$ cat config.mk
export PLATFORM = sky130hd
export DESIGN_NAME = iecdrv_fastser
export DESIGN_NICKNAME = d
export VERILOG_FILES = /design/src/rtl/iecdrv_fastser.sv
export SDC_FILE = /design/constraint.sdc
export NUM_CORES = 1
export LEC_CHECK = 0
export ABC_AREA = 0
export BUFFER_PORTS_ARGS = -buffer_cell sky130_fd_sc_hd__buf_2
export CAP_MARGIN = 20
export CORE_MARGIN = 3
export CORE_UTILIZATION = 66
export CTS_CLUSTER_SIZE = 40
export DETAILED_ROUTE_END_ITERATION = 12
export PLACE_DENSITY = 0.85
export SLEW_MARGIN = 20
export SYNTH_ARGS = -nofsm -noshare
export SYNTH_HDL_FRONTEND = slang
export SYNTH_SLANG_ARGS = --single-unit
$ cat constraint.sdc
create_clock -name clk -period 3.6 [get_ports clk]
set_input_delay 0.72 -clock clk [delete_from_list [all_inputs] [get_ports clk]]
set_output_delay 0.72 -clock clk [all_outputs]
set_load 0.05 [all_outputs]
$ cat src/rtl/iecdrv_fastser.sv
`default_nettype none
// ============================================================================
// Module   : iecdrv_fastser
// Purpose  : Fast-serial burst engine with TX/RX FIFOs for the IEC DATA/FCLK lines.
// Revision : 1.0 - initial release
// ============================================================================
module iecdrv_fastser #(
    parameter int DATA_W  = 8,
    parameter int FIFO_AW = 3,
    parameter int DIV_W   = 8,
    parameter int TMO     = 255
) (
    input  logic              clk,
    input  logic              reset_n,
    input  logic              ce,
    input  logic              fast_dir,
    input  logic [DIV_W-1:0]  half_div,
    input  logic [DATA_W-1:0] tx_data,
    input  logic              tx_wr,
    output logic              tx_full,
    output logic              tx_empty,
    output logic [DATA_W-1:0] rx_data,
    input  logic              rx_rd,
    output logic              rx_empty,
    output logic              rx_ovf,
    input  logic              ovf_clr,
    output logic              busy,
    output logic              irq,
    input  logic              fclk_i,
    input  logic              data_i,
    output logic              fclk_o,
    output logic              data_o
);

    localparam int DEPTH = 1 << FIFO_AW;
    localparam int CNT_W = $clog2(DATA_W + 1);
    localparam int TMO_W = $clog2(TMO + 1);

    typedef enum logic [1:0] {S_IDLE, S_SETUP, S_LOW, S_HIGH} tx_state_t;

    // Reset asserts asynchronously but releases on a clock edge.
    logic [1:0] r_rst_sync;
    logic       w_rst_n;
    always_ff @(posedge clk or negedge reset_n) begin
        if (!reset_n) r_rst_sync <= 2'b00;
        else          r_rst_sync <= {r_rst_sync[0], 1'b1};
    end
    assign w_rst_n = r_rst_sync[1];

    logic [1:0] r_fclk_s, r_data_s;
    logic       r_fclk_prev;
    always_ff @(posedge clk or negedge w_rst_n) begin
        if (!w_rst_n) begin
            r_fclk_s    <= 2'b11;
            r_data_s    <= 2'b11;
            r_fclk_prev <= 1'b1;
        end else begin
            r_fclk_s    <= {r_fclk_s[0], fclk_i};
            r_data_s    <= {r_data_s[0], data_i};
            r_fclk_prev <= r_fclk_s[1];
        end
    end

    // ---------------- TX FIFO ----------------
    logic [DATA_W-1:0] r_tx_mem [DEPTH];
    logic [FIFO_AW:0]  r_tx_wp, r_tx_rp;
    logic              w_tx_push, w_tx_pop;
    tx_state_t         r_state;

    assign tx_empty  = (r_tx_wp == r_tx_rp);
    assign tx_full   = (r_tx_wp[FIFO_AW] != r_tx_rp[FIFO_AW]) &&
                       (r_tx_wp[FIFO_AW-1:0] == r_tx_rp[FIFO_AW-1:0]);
    assign w_tx_push = tx_wr & ~tx_full;
    assign w_tx_pop  = fast_dir & (r_state == S_IDLE) & ~tx_empty;

    always_ff @(posedge clk) begin
        if (w_tx_push) r_tx_mem[r_tx_wp[FIFO_AW-1:0]] <= tx_data;
    end

    always_ff @(posedge clk or negedge w_rst_n) begin
        if (!w_rst_n) begin
            r_tx_wp <= '0;
            r_tx_rp <= '0;
        end else begin
            if (w_tx_push) r_tx_wp <= r_tx_wp + 1'b1;
            if (w_tx_pop)  r_tx_rp <= r_tx_rp + 1'b1;
        end
    end

    // ---------------- TX FSM ----------------
    logic [DATA_W-1:0] r_tx_sh, w_tx_sh_next;
    logic [CNT_W-1:0]  r_tx_cnt;
    logic [DIV_W-1:0]  r_tcnt, w_half;
    logic              w_tick_end, w_tx_fin;

    assign w_half       = (half_div == '0) ? DIV_W'(1) : half_div;
    assign w_tick_end   = ce & (r_tcnt == w_half - DIV_W'(1));
    assign w_tx_sh_next = r_tx_sh << 1;
    assign w_tx_fin     = fast_dir & (r_state == S_HIGH) & w_tick_end &
                          (r_tx_cnt == CNT_W'(1));

    always_ff @(posedge clk or negedge w_rst_n) begin
        if (!w_rst_n) begin
            r_state  <= S_IDLE;
            r_tx_sh  <= '0;
            r_tx_cnt <= '0;
            r_tcnt   <= '0;
            fclk_o   <= 1'b1;
            data_o   <= 1'b1;
        end else if (!fast_dir) begin
            // Leaving transmit mode abandons the word in flight and frees the lines.
            r_state <= S_IDLE;
            r_tcnt  <= '0;
            fclk_o  <= 1'b1;
            data_o  <= 1'b1;
        end else begin
            case (r_state)
                S_IDLE: begin
                    r_tcnt <= '0;
                    fclk_o <= 1'b1;
                    data_o <= 1'b1;
                    if (!tx_empty) begin
                        r_tx_sh  <= r_tx_mem[r_tx_rp[FIFO_AW-1:0]];
                        r_tx_cnt <= CNT_W'(DATA_W);
                        data_o   <= r_tx_mem[r_tx_rp[FIFO_AW-1:0]][DATA_W-1];
                        r_state  <= S_SETUP;
                    end
                end
                S_SETUP: begin
                    if (w_tick_end) begin
                        r_tcnt  <= '0;
                        fclk_o  <= 1'b0;
                        r_state <= S_LOW;
                    end else if (ce) begin
                        r_tcnt <= r_tcnt + 1'b1;
                    end
                end
                S_LOW: begin
                    if (w_tick_end) begin
                        r_tcnt  <= '0;
                        fclk_o  <= 1'b1;
                        r_state <= S_HIGH;
                    end else if (ce) begin
                        r_tcnt <= r_tcnt + 1'b1;
                    end
                end
                default: begin
                    if (w_tick_end) begin
                        r_tcnt   <= '0;
                        r_tx_sh  <= w_tx_sh_next;
                        r_tx_cnt <= r_tx_cnt - 1'b1;
                        if (r_tx_cnt == CNT_W'(1)) begin
                            data_o  <= 1'b1;
                            r_state <= S_IDLE;
                        end else begin
                            data_o  <= w_tx_sh_next[DATA_W-1];
                            r_state <= S_SETUP;
                        end
                    end else if (ce) begin
                        r_tcnt <= r_tcnt + 1'b1;
                    end
                end
            endcase
        end
    end

    // ---------------- RX shifter and FIFO ----------------
    logic [DATA_W-1:0] r_rx_mem [DEPTH];
    logic [FIFO_AW:0]  r_rx_wp, r_rx_rp;
    logic [DATA_W-1:0] r_rx_sh, w_rx_word;
    logic [CNT_W-1:0]  r_rx_cnt;
    logic [TMO_W-1:0]  r_tmo;
    logic              w_rise, w_rx_fin, w_rx_rd, w_rx_push, rx_full;

    assign rx_empty  = (r_rx_wp == r_rx_rp);
    assign rx_full   = (r_rx_wp[FIFO_AW] != r_rx_rp[FIFO_AW]) &&
                       (r_rx_wp[FIFO_AW-1:0] == r_rx_rp[FIFO_AW-1:0]);
    assign rx_data   = r_rx_mem[r_rx_rp[FIFO_AW-1:0]];
    assign w_rise    = r_fclk_s[1] & ~r_fclk_prev;
    assign w_rx_word = (r_rx_sh << 1) | DATA_W'(r_data_s[1]);
    assign w_rx_fin  = ~fast_dir & w_rise & (r_rx_cnt == CNT_W'(DATA_W - 1));
    assign w_rx_rd   = rx_rd & ~rx_empty;
    // A concurrent read frees the slot, so a full FIFO still accepts the word.
    assign w_rx_push = w_rx_fin & (~rx_full | w_rx_rd);

    always_ff @(posedge clk) begin
        if (w_rx_push) r_rx_mem[r_rx_wp[FIFO_AW-1:0]] <= w_rx_word;
    end

    always_ff @(posedge clk or negedge w_rst_n) begin
        if (!w_rst_n) begin
            r_rx_wp  <= '0;
            r_rx_rp  <= '0;
            r_rx_sh  <= '0;
            r_rx_cnt <= '0;
            r_tmo    <= '0;
            rx_ovf   <= 1'b0;
            irq      <= 1'b0;
        end else begin
            irq <= w_tx_fin | w_rx_fin;
            if (w_rx_push) r_rx_wp <= r_rx_wp + 1'b1;
            if (w_rx_rd)   r_rx_rp <= r_rx_rp + 1'b1;
            if (w_rx_fin && !w_rx_push) rx_ovf <= 1'b1;
            else if (ovf_clr)           rx_ovf <= 1'b0;

            if (fast_dir) begin
                r_rx_cnt <= '0;
                r_tmo    <= '0;
            end else if (w_rise) begin
                r_tmo    <= '0;
                r_rx_sh  <= w_rx_word;
                r_rx_cnt <= w_rx_fin ? '0 : r_rx_cnt + 1'b1;
            end else if (r_rx_cnt != '0 && ce) begin
                if (r_tmo == TMO_W'(TMO - 1)) begin
                    r_rx_cnt <= '0;
                    r_tmo    <= '0;
                end else begin
                    r_tmo <= r_tmo + 1'b1;
                end
            end
        end
    end

    assign busy = (r_state != S_IDLE) | (r_rx_cnt != '0);

endmodule
`default_nettype wire

==> After elaboration in Yosys (flattened, before gate mapping) <==
Memory sizes are Yosys's and may differ from the RTL's.
Index checks and enable logic that the tools add are counted.
{ "classes": {"add_sub_neg": 9, "n_mul": 0, "div_mod_pow": 0, "magnitude_cmp": 0, "n_eq_ne": 21, "shifts": 0, "mux": 42, "n_bitwise": 23, "n_reduce_logical": 20} }
{ "op_table": {"columns": ["op", "n"], "rows": [
  ["8-bit two-way mux", 9],
  ["4-bit two-way mux", 7],
  ["4-bit by 1-bit adder with 4-bit output, second input constant", 5],
  ["8-bit by 1-bit adder with 8-bit output, second input constant", 2],
  ["1-bit two-way mux", 14],
  ["7-bit two-way mux", 2],
  ["7-bit case mux with 2 select lines", 1],
  ["1-bit bitwise AND", 12],
  ["2-bit two-way mux", 5],
  ["3-bit != test, second input constant", 3],
  ["4-bit == test", 2],
  ["8-bit == test", 1],
  ["8-bit == test, second input constant", 1],
  ["8-bit zero test", 1],
  ["8-bit by 1-bit bitwise OR with 8-bit output", 1],
  ["4-bit case mux with 2 select lines", 1],
  ["4-bit AND reduction", 2],
  ["8-bit by 1-bit subtractor with 8-bit output, second input constant", 1],
  ["1-bit inverter", 7],
  ["3-bit == test", 2],
  ["2-bit case mux with 3 select lines", 1],
  ["2-bit AND reduction", 3],
  ["2-bit nonzero test", 3],
  ["3-bit nonzero test", 2],
  ["other kinds (19)", 27]
]} }
{ "totals": {"ff_bits": 67, "latch_bits": 0, "ramBits": 128, "romBits": 0, "inputBits": 25, "output_inout_bits": 16, "wordCells": 136, "mem_count": 2} }
{ "mem_list": {"columns": ["name", "depth", "width", "rd", "rd_ports_with_merged_regs", "wr", "line_no", "text"], "rows": [
  ["r_rx_mem", 8, 8, 1, 0, 1, "168", "logic [DATA_W-1:0] r_rx_mem [DEPTH];"],
  ["r_tx_mem", 8, 8, 1, 0, 1, "65", "logic [DATA_W-1:0] r_tx_mem [DEPTH];"]
]} }

==> Logic depth before layout (Yosys ltp) <==
Gate-level depths: netlist of run 1.
{ "depth": {"ltp_word": 8, "depth_mapped": 11, "mapped_depth_nobuf": 10} }

==> Worst setup path after synthesis of run 1 <==
OpenSTA, ideal clock, no wires.
{ "synth_path": {"path_type": "input to register", "from": "in half_div[2]", "to": "reg r_state[0]", "setup_time_ns": 0.078, "arrival_time_ns": 3.299, "required_time_ns": 3.522, "slack_ns": 0.223, "path_stages": 11, "path_cell_list": "or4_4 nor2_1 nor2_1 ha_1 xor2_1 a21o_1 a221o_1 a211o_1 buf_2 o41a_1 a21boi_1"} }
{ "synth_via": {"elab_chain_len": 7, "elab_cells_between_ends": 9} }
{ "synth_lines": {"columns": ["item", "line_no", "text"], "rows": [
  ["from (decl)", "17", "input logic [DIV_W-1:0] half_div,"],
  ["8-bit zero test", "96", "assign w_half = (half_div == '0) ? DIV_W'(1) : half_div;"],
  ["8-bit two-way mux (*)", "96", null],
  ["8-bit by 1-bit subtractor with 8-bit output (*)", "97", "assign w_tick_end = ce & (r_tcnt == w_half - DIV_W'(1));"],
  ["8-bit == test (*)", "97", null],
  ["1-bit bitwise AND (*)", "97", null],
  ["3-bit by 1-bit != test with 1-bit output (no line) / 3-bit != test (equally long branches)", null, null],
  ["4-bit AND reduction (no line) (*)", null, null],
  ["to (signal assigned)", "104", "r_state <= S_IDLE;"],
  ["to (signal assigned)", "112", "r_state <= S_IDLE;"],
  ["to (signal assigned)", "126", "r_state <= S_SETUP;"],
  ["to (decl)", "68", "tx_state_t r_state;"]
]} }
Mark *: on every way between the ends. The rest lies on a longest branch, timed or not.
A chain may end at the register's enable or synchronous reset.

==> Worst setup path in the final report of run 1 <==
{ "layout_path": {"from": "in half_div[2]", "to": "reg fclk_o"} }
{ "layout_via": {"elab_chain_len": 7, "elab_cells_between_ends": 8} }
{ "layout_lines": {"columns": ["item", "line_no", "text"], "rows": [
  ["8-bit zero test", "96", null],
  ["8-bit two-way mux (*)", "96", null],
  ["8-bit by 1-bit subtractor with 8-bit output (*)", "97", null],
  ["8-bit == test (*)", "97", null],
  ["1-bit bitwise AND (*)", "97", null],
  ["3-bit != test (no line)", null, null],
  ["3-bit AND reduction (no line) (*)", null, null],
  ["to (signal assigned)", "108", "fclk_o <= 1'b1;"],
  ["to (signal assigned)", "114", "fclk_o <= 1'b1;"],
  ["to (signal assigned)", "120", "fclk_o <= 1'b1;"],
  ["to (decl)", "31", "output logic fclk_o,"]
]} }
Marks and branches as above.

==> results of run 1 <==
cell type report:
| type | count | area [um^2] | share of cell area [%] |
|---|---|---|---|
| multi-input combinational | 350 | 2830 | 29.3 |
| timing repair buffer | 72 | 440 | 4.57 |
| inverter | 15 | 56.3 | 0.584 |
| tap | 168 | 210 | 2.18 |
| clock inverter | 11 | 104 | 1.08 |
| clock buffer | 20 | 468 | 4.86 |
| sequential | 195 | 5530 | 57.4 |
final timing paths:
kind / startpoint / end / slack [ps] / cells after the start
setup / recovery: half_div[2] / fclk_o$_DFFE_PN1P_ / 330 / 12
min in group clk: r_rst_sync[0]$_DFF_PN0_ / r_rst_sync[1]$_DFF_PN0_ / 350 / 0
hold reg to reg: r_rst_sync[0]$_DFF_PN0_ / r_rst_sync[1]$_DFF_PN0_ / 350 / 0
setup reg to reg: r_tx_rp[1]$_DFFE_PN0P_ / r_tx_sh[3]$_DFFE_PN0P_ / 950 / 6
max in group asynchronous: r_rst_sync[1]$_DFF_PN0_ / fclk_o$_DFFE_PN1P_ / 2280 / 1
hold / removal: reset_n / r_rst_sync[0]$_DFF_PN0_ / 70 / 1
power breakdown:
part	internal, uW	switching [uW]
logic	927	1200
clock network	1010	784
registers	2700	348
total	4640	2330
per-layer routing:
layer	track usage, %	vias to the layer above	wire length [um]
met5	0	-	0
met4	8.88	0	241
met3	6.31	25	829
met2	44.6	177	9260
met1	31.2	2562	6560
li1	-	2321	-
per-stage QoR:
step                setup slack, ps  instances  hold slack (ps)  total power (uW)
floorplan                       223        585              331              4660
CTS                             377        831             49.8              7020
finish                          331        831             66.3              6970
global route                    199        831             45.1              7310
global placement               69.2        800              334              5090
detailed placement            -25.2        800              335              5210
worst max-delay path, delay by kind of cell:
family,cells,cell delay [ps]
fa+ha+maj,1,310
xor+xnor,1,170
compound gates,3,830
simple gates,5,1280
buf+inv,2,300
cells by family after synthesis:
group | share of synthesized area [%]
AOI/OAI and AO/OA | 5.67
xor gates and xnor gates | 3.91
adders and majority gates | 2.50
buffers and inverters | 1.91
DFF | 64.9
muxes | 11.2
other | 0.0440
and+or+nand+nor | 9.83
cell usage in the layout, fill, tap and decap left out, types with 3 or more instances in the layout:
master                      instances
sky130_fd_sc_hd__mux4_2            32
sky130_fd_sc_hd__nor2_1            29
sky130_fd_sc_hd__nand3_1           10
sky130_fd_sc_hd__inv_1             15
sky130_fd_sc_hd__nand2_1           68
sky130_fd_sc_hd__nand2b_1          12
sky130_fd_sc_hd__nor3b_1            6
sky130_fd_sc_hd__mux2i_1            9
sky130_fd_sc_hd__edfxtp_1         128
sky130_fd_sc_hd__clkinv_2           3
sky130_fd_sc_hd__xnor2_1           20
sky130_fd_sc_hd__nor4_1             3
sky130_fd_sc_hd__a21oi_1            5
sky130_fd_sc_hd__mux2_2            13
sky130_fd_sc_hd__nor3_1            20
sky130_fd_sc_hd__o22ai_1            7
sky130_fd_sc_hd__dfstp_2            7
sky130_fd_sc_hd__xor2_1            18
sky130_fd_sc_hd__nand4_1            5
sky130_fd_sc_hd__clkinv_4           4
sky130_fd_sc_hd__dfrtp_1           59
sky130_fd_sc_hd__o211ai_1           4
sky130_fd_sc_hd__o21ai_0           18
sky130_fd_sc_hd__a211oi_1           5
sky130_fd_sc_hd__clkbuf_16         18
sky130_fd_sc_hd__buf_2             40
sky130_fd_sc_hd__ha_1              17
sky130_fd_sc_hd__and2_1             4
sky130_fd_sc_hd__buf_4             32
registers in the layout (all words and copies together), names as in the netlist, 4 cells and up:
signal and cells:
r_rx_rp 4, r_rx_cnt 4, r_tx_sh 7, r_tmo 8, r_tx_cnt 4, r_tx_wp 4
r_rx_sh 7, r_rx_wp 4, r_rx_mem 64, r_tcnt 8, r_tx_mem 64, r_tx_rp 4
==> flow_summary.yaml, run 1 <==
status:
  status: "completed"
cts:
  cts.repair_timing.setup_buffer_count: 0
  cts_tree: "done"
  cts_max_level: 4
  library_cell_used_as_clock_root_buffer: "sky130_fd_sc_hd__clkbuf_16"
  cts_bufs_inserted: 17
  cts.sinks: 195
  worst_setup_hold_path_clk_slew_ps: 70
  cts.repair.resized: 0
  holdBufCountCts: 0
  clk_latency_ps: 420
  max-clock-path-buffers: 2
worst_setup_path:
  cp_data_arrival_time_ps: 3610
  critical_path.most_common_cell: "sky130_fd_sc_hd__nor2_1"
  cell_by_cell_trace_of_the_critical_path: "buf_2, or4_4, nor2_1, nor2_1, ha_1, xor2_1, o2111ai_1, a221o_1, a211o_1, buf_4, nor4_1, nor3_1"
  critical-path-max-stage-delay_ps: 530
  critical_path_top_delay_cell: "sky130_fd_sc_hd__or4_4"
  worstSetupStartpointType: "primary input"
  timing_worst_setup_path_type: "primary input to register"
  critical_path_required_ps: 3940
  worst_setup_path_end_kind: "register"
  critical_path_peak_fanout: 5
layout:
  drive_gt1_share_pct: 24.3
  nNetsFinal: 693
  antenna_cells_inserted: 0
  utilization_pct: 78.3
  synthToLayoutAreaGrowth_pct: 13.1
  final.fill_count: 685
  final_design_area_no_fill_mm2: 0.00964
logic_synthesis:
  synth_edf_count: 128
  synth_seq_cells: 195
  syn_avg_cell_area_um2: 14.6
  synth_largest_area_cell: "sky130_fd_sc_hd__edfxtp_1"
  netlist_instances: 585
  prevailing_post_synth_register_cell: "sky130_fd_sc_hd__edfxtp_1"
  synth_top_cell_area_share_pct: 45.1
  synth_fp_nets: 627
  count_of_synthesis_stage_warnings_from_yosys: 0
  synth-seq-area-share_pct: 64.9
  netlist_top_cells_area: "sky130_fd_sc_hd__edfxtp_1, sky130_fd_sc_hd__dfrtp_1, sky130_fd_sc_hd__mux4_2, sky130_fd_sc_hd__nand2_1, sky130_fd_sc_hd__ha_1"
  synth_area_mm2: 0.00852
  synthMostInstantiatedCell: "sky130_fd_sc_hd__edfxtp_1"
  synth.cells.most_frequent: "sky130_fd_sc_hd__edfxtp_1, sky130_fd_sc_hd__nand2_1, sky130_fd_sc_hd__dfrtp_1, sky130_fd_sc_hd__mux4_2, sky130_fd_sc_hd__nor2_1"
  synth_async_sr_flop_share_pct: 34.4
  netlist-cell-type-count: 63
grt:
  grt.total_usage_pct: 25.5
  antenna_violations_before_repair: 0
  global_route_wire_length_before_repair_um: 27600
  grt_start_max_net_pins: 41
  first_global_vias: 5325
  grt_overflow: 0
place:
  gp_congestion: 0.869
  place.port_buffers: 40
  dp_hpwl_um: 11300
  detailed_place.area_mm2: 0.00906
routing:
  wirelength_um: 16900
  routed-via-count: 5085
  detail_route.wl_per_cell_um: 20.3
  firstDrtPassIters: 5
  routed_via_density: 6.12
  ant_nets: 0
  remaining_drc_errors: 0
  drtIter0Drc: 417
timing:
  unrepaired_setup_endpoints_after_global_routing: "false"
  final_min_period_over_clock_period_pct: 90.8
  totalNegativeSetupSlack_ps: 0
  fin_worst_skew_ps: 8.46
  fmaxAchievable_mhz: 306
  max-slew-margin-rel_pct: 41.1
  worstMarginPinSlew_ps: 883
  timing_hold_violations_final: 0
  slew_violations: 0
  final_period_minus_worst_setup_slack_ps: 3270
  setup_viol: 0
run:
  max_cap_violations: 0
die:
  total_die_area_mm2: 0.0143
  die_h_um: 120
  placementRows: 40
  die_extent_in_x_um: 120
  ioPinCount: 41
  core_box_area_mm2: 0.0123
  start_util_pct: 69.2
power:
  p_leak_uw: 0.00370
  ir_worst_vdd_v: 0.000580
  power_density_mw_per_mm2: 723
worst_hold_path:
  worst_hold_path_type: "primary input to async pin"
Note: power is estimated with default switching activity, not from simulation.
==> run 2: changes to the inputs <==
--- a/config.mk
+++ b/config.mk
@@ -6,10 +6,11 @@
 export NUM_CORES = 1
 export LEC_CHECK = 0
 export ABC_AREA = 0
-export BUFFER_PORTS_ARGS = -buffer_cell sky130_fd_sc_hd__buf_2
+export BUFFER_PORTS_ARGS = -buffer_cell sky130_fd_sc_hd__buf_4
 export CAP_MARGIN = 20
 export CORE_MARGIN = 3
 export CORE_UTILIZATION = 66
+export CTS_CLUSTER_DIAMETER = 80
 export CTS_CLUSTER_SIZE = 40
 export DETAILED_ROUTE_END_ITERATION = 12
 export PLACE_DENSITY = 0.85
==> run 2 against run 1 <==
Critical path depth stayed put. First-iteration DRC count up 7.2%. Non-clock buffer count unchanged. Critical path type unchanged. Utilization increased by 0.87 points. Cell count up 0.12%. Wire length grew 3.7%. Count of clock-buffer cells in the layout is 2 lower. Critical endpoint is now r_tx_sh[4]$_DFFE_PN0P_. Via count is 0.35% higher. Final area up 1.1%.
==> flow_summary.yaml, run 2 (synthesis gave the netlist of run 1 again) <==
timing:
  timing_hold_violations_final: 0
  worstMarginPinSlew_ps: 898
  setup_viol: 0
  final_period_minus_worst_setup_slack_ps: 3230
  max-slew-margin-rel_pct: 40.1
  fmaxAchievable_mhz: 310
  fin_worst_skew_ps: 10.6
  final_min_period_over_clock_period_pct: 89.7
  unrepaired_setup_endpoints_after_global_routing: "false"
  slew_violations: 0
layout:
  commonest_cells_after_routing_fill_and_taps_aside: "sky130_fd_sc_hd__edfxtp_1, sky130_fd_sc_hd__buf_4, sky130_fd_sc_hd__nand2_1, sky130_fd_sc_hd__dfrtp_1, sky130_fd_sc_hd__mux4_2"
  final_common_cell: "sky130_fd_sc_hd__edfxtp_1"
  drive_gt1_share_pct: 24.4
  synthToLayoutAreaGrowth_pct: 14.4
  nNetsFinal: 693
  final.fill_count: 688
  final_design_area_no_fill_mm2: 0.00974
  final_cell_count_no_fill: 832
  antenna_cells_inserted: 0
grt:
  grt_start_max_net_pins: 47
  antenna_violations_before_repair: 0
  global_route.peak_usage_layer: "met2"
  use_met2_pct: 45.8
  first_global_vias: 5311
  global_route_wire_length_before_repair_um: 28300
  grt_overflow: 0
  global_route.usage.met1_pct: 32.7
  grt.total_usage_pct: 26.4
  grt.met3_usage_pct: 5.47
power:
  power_density_mw_per_mm2: 728
  ir_worst_vdd_v: 0.000726
  p_leak_uw: 0.00374
die:
  die_extent_in_x_um: 120
  total_die_area_mm2: 0.0143
  ioPinCount: 41
  core_box_area_mm2: 0.0123
  placementRows: 40
  start_util_pct: 69.2
  die_h_um: 120
worst_setup_path:
  worstSetupStartpointType: "primary input"
  timing_worst_setup_path_type: "primary input to register"
  critical_path_required_ps: 3940
  cp_data_arrival_time_ps: 3570
  r2r_setup_slack_ps: 930
  r2r_cells: 6
  critical-path-max-stage-delay_ps: 530
  wp_buf_inv: 2
  critical_path_peak_fanout: 6
  critical_path_top_delay_cell: "sky130_fd_sc_hd__or4_4"
  worstReg2RegStart: "r_tx_rp[1]$_DFFE_PN0P_"
  cpLargestDelayFamily: "compound AO/OA/AOI/OAI gates"
  worst_setup_path_end_kind: "register"
  cell_by_cell_trace_of_the_critical_path: "buf_4, or4_4, nor2_1, nor2_1, ha_1, xor2_1, a21o_1, a221o_1, a211o_1, o31a_1, buf_4, o22ai_1"
  r2r_end: "r_tx_sh[4]$_DFFE_PN0P_"
routing:
  wirelength_um: 17500
  firstDrtPassIters: 5
  remaining_drc_errors: 0
  routed_via_density: 6.13
  ant_nets: 0
  detail_route.wl_per_cell_um: 21.0
  drtIter0Drc: 447
  routed-via-count: 5103
cts:
  cts_max_level: 4
  cts_tree: "done"
  library_cell_used_as_clock_root_buffer: "sky130_fd_sc_hd__clkbuf_16"
  cts.repair.resized: 0
  cts.sinks: 195
  cts.repair_timing.setup_buffer_count: 0
  holdBufCountCts: 0
  cts_bufs_inserted: 17
  clk_latency_ps: 440
  max-clock-path-buffers: 2
  worst_setup_hold_path_clk_slew_ps: 70
run:
  max_cap_violations: 0
place:
  place.detailed.instances: 800
  detailed_place.area_mm2: 0.00916
  place.port_buffers: 40
  dp_hpwl_um: 11500
  gp_congestion: 0.868
status:
  status: "completed"
worst_hold_path:
  worst_hold_path_type: "primary input to async pin"
## run 2: final cells by class
type | count | area (um^2) | area share, %
clock buffer | 18 | 450 | 4.62
clock inverter | 14 | 126 | 1.30
inverter | 15 | 56.3 | 0.578
multi-input combinational | 350 | 2830 | 29.0
sequential | 195 | 5530 | 56.8
tap | 168 | 210 | 2.16
timing repair buffer | 72 | 541 | 5.55
## run 2: how the worst max path moves through the flow
stage                start  cells past startpoint  slack (ps)                       to
6_report       half_div[2]                     12         370   r_tx_sh[4]$_DFFE_PN0P_
2_1_floorplan  half_div[2]                     11         220   r_state[0]$_DFFE_PN0P_
5_1_grt        half_div[2]                     11         270  r_tx_cnt[1]$_DFFE_PN0P_
3_3_place_gp   half_div[2]                     11          60  r_tx_cnt[0]$_DFFE_PN0P_
3_5_place_dp   half_div[2]                     12         -20   r_tx_sh[6]$_DFFE_PN0P_
4_1_cts        half_div[2]                     12         420   r_tx_sh[4]$_DFFE_PN0P_
## run 2: power by group
group	internal [uW]	switching, uW
clock	999	817
combinational	989	1240
sequential	2700	353
## run 2: stage by stage
stage | util (%) | hold slack [ps] | worst slack (ps) | TNS, ps | total power (uW)
6_report | 79.1 | 60.5 | 370 | 0 | 7100
5_1_grt | 79.1 | 39.6 | 266 | 0 | 7420
4_1_cts | 79.1 | 41.8 | 423 | 0 | 7130
3_5_place_dp | 74.4 | 343 | -21.7 | -68.5 | 5280
3_3_place_gp | 74.4 | 335 | 60.2 | 0 | 5160
2_1_floorplan | - | 331 | 223 | 0 | 4660
## run 2: metal layers
metal,up-vias,part of all wire (%)
met5,-,0
met4,0,2.7
met3,34,4.6
met2,160,54
met1,2577,39
li1,2332,-
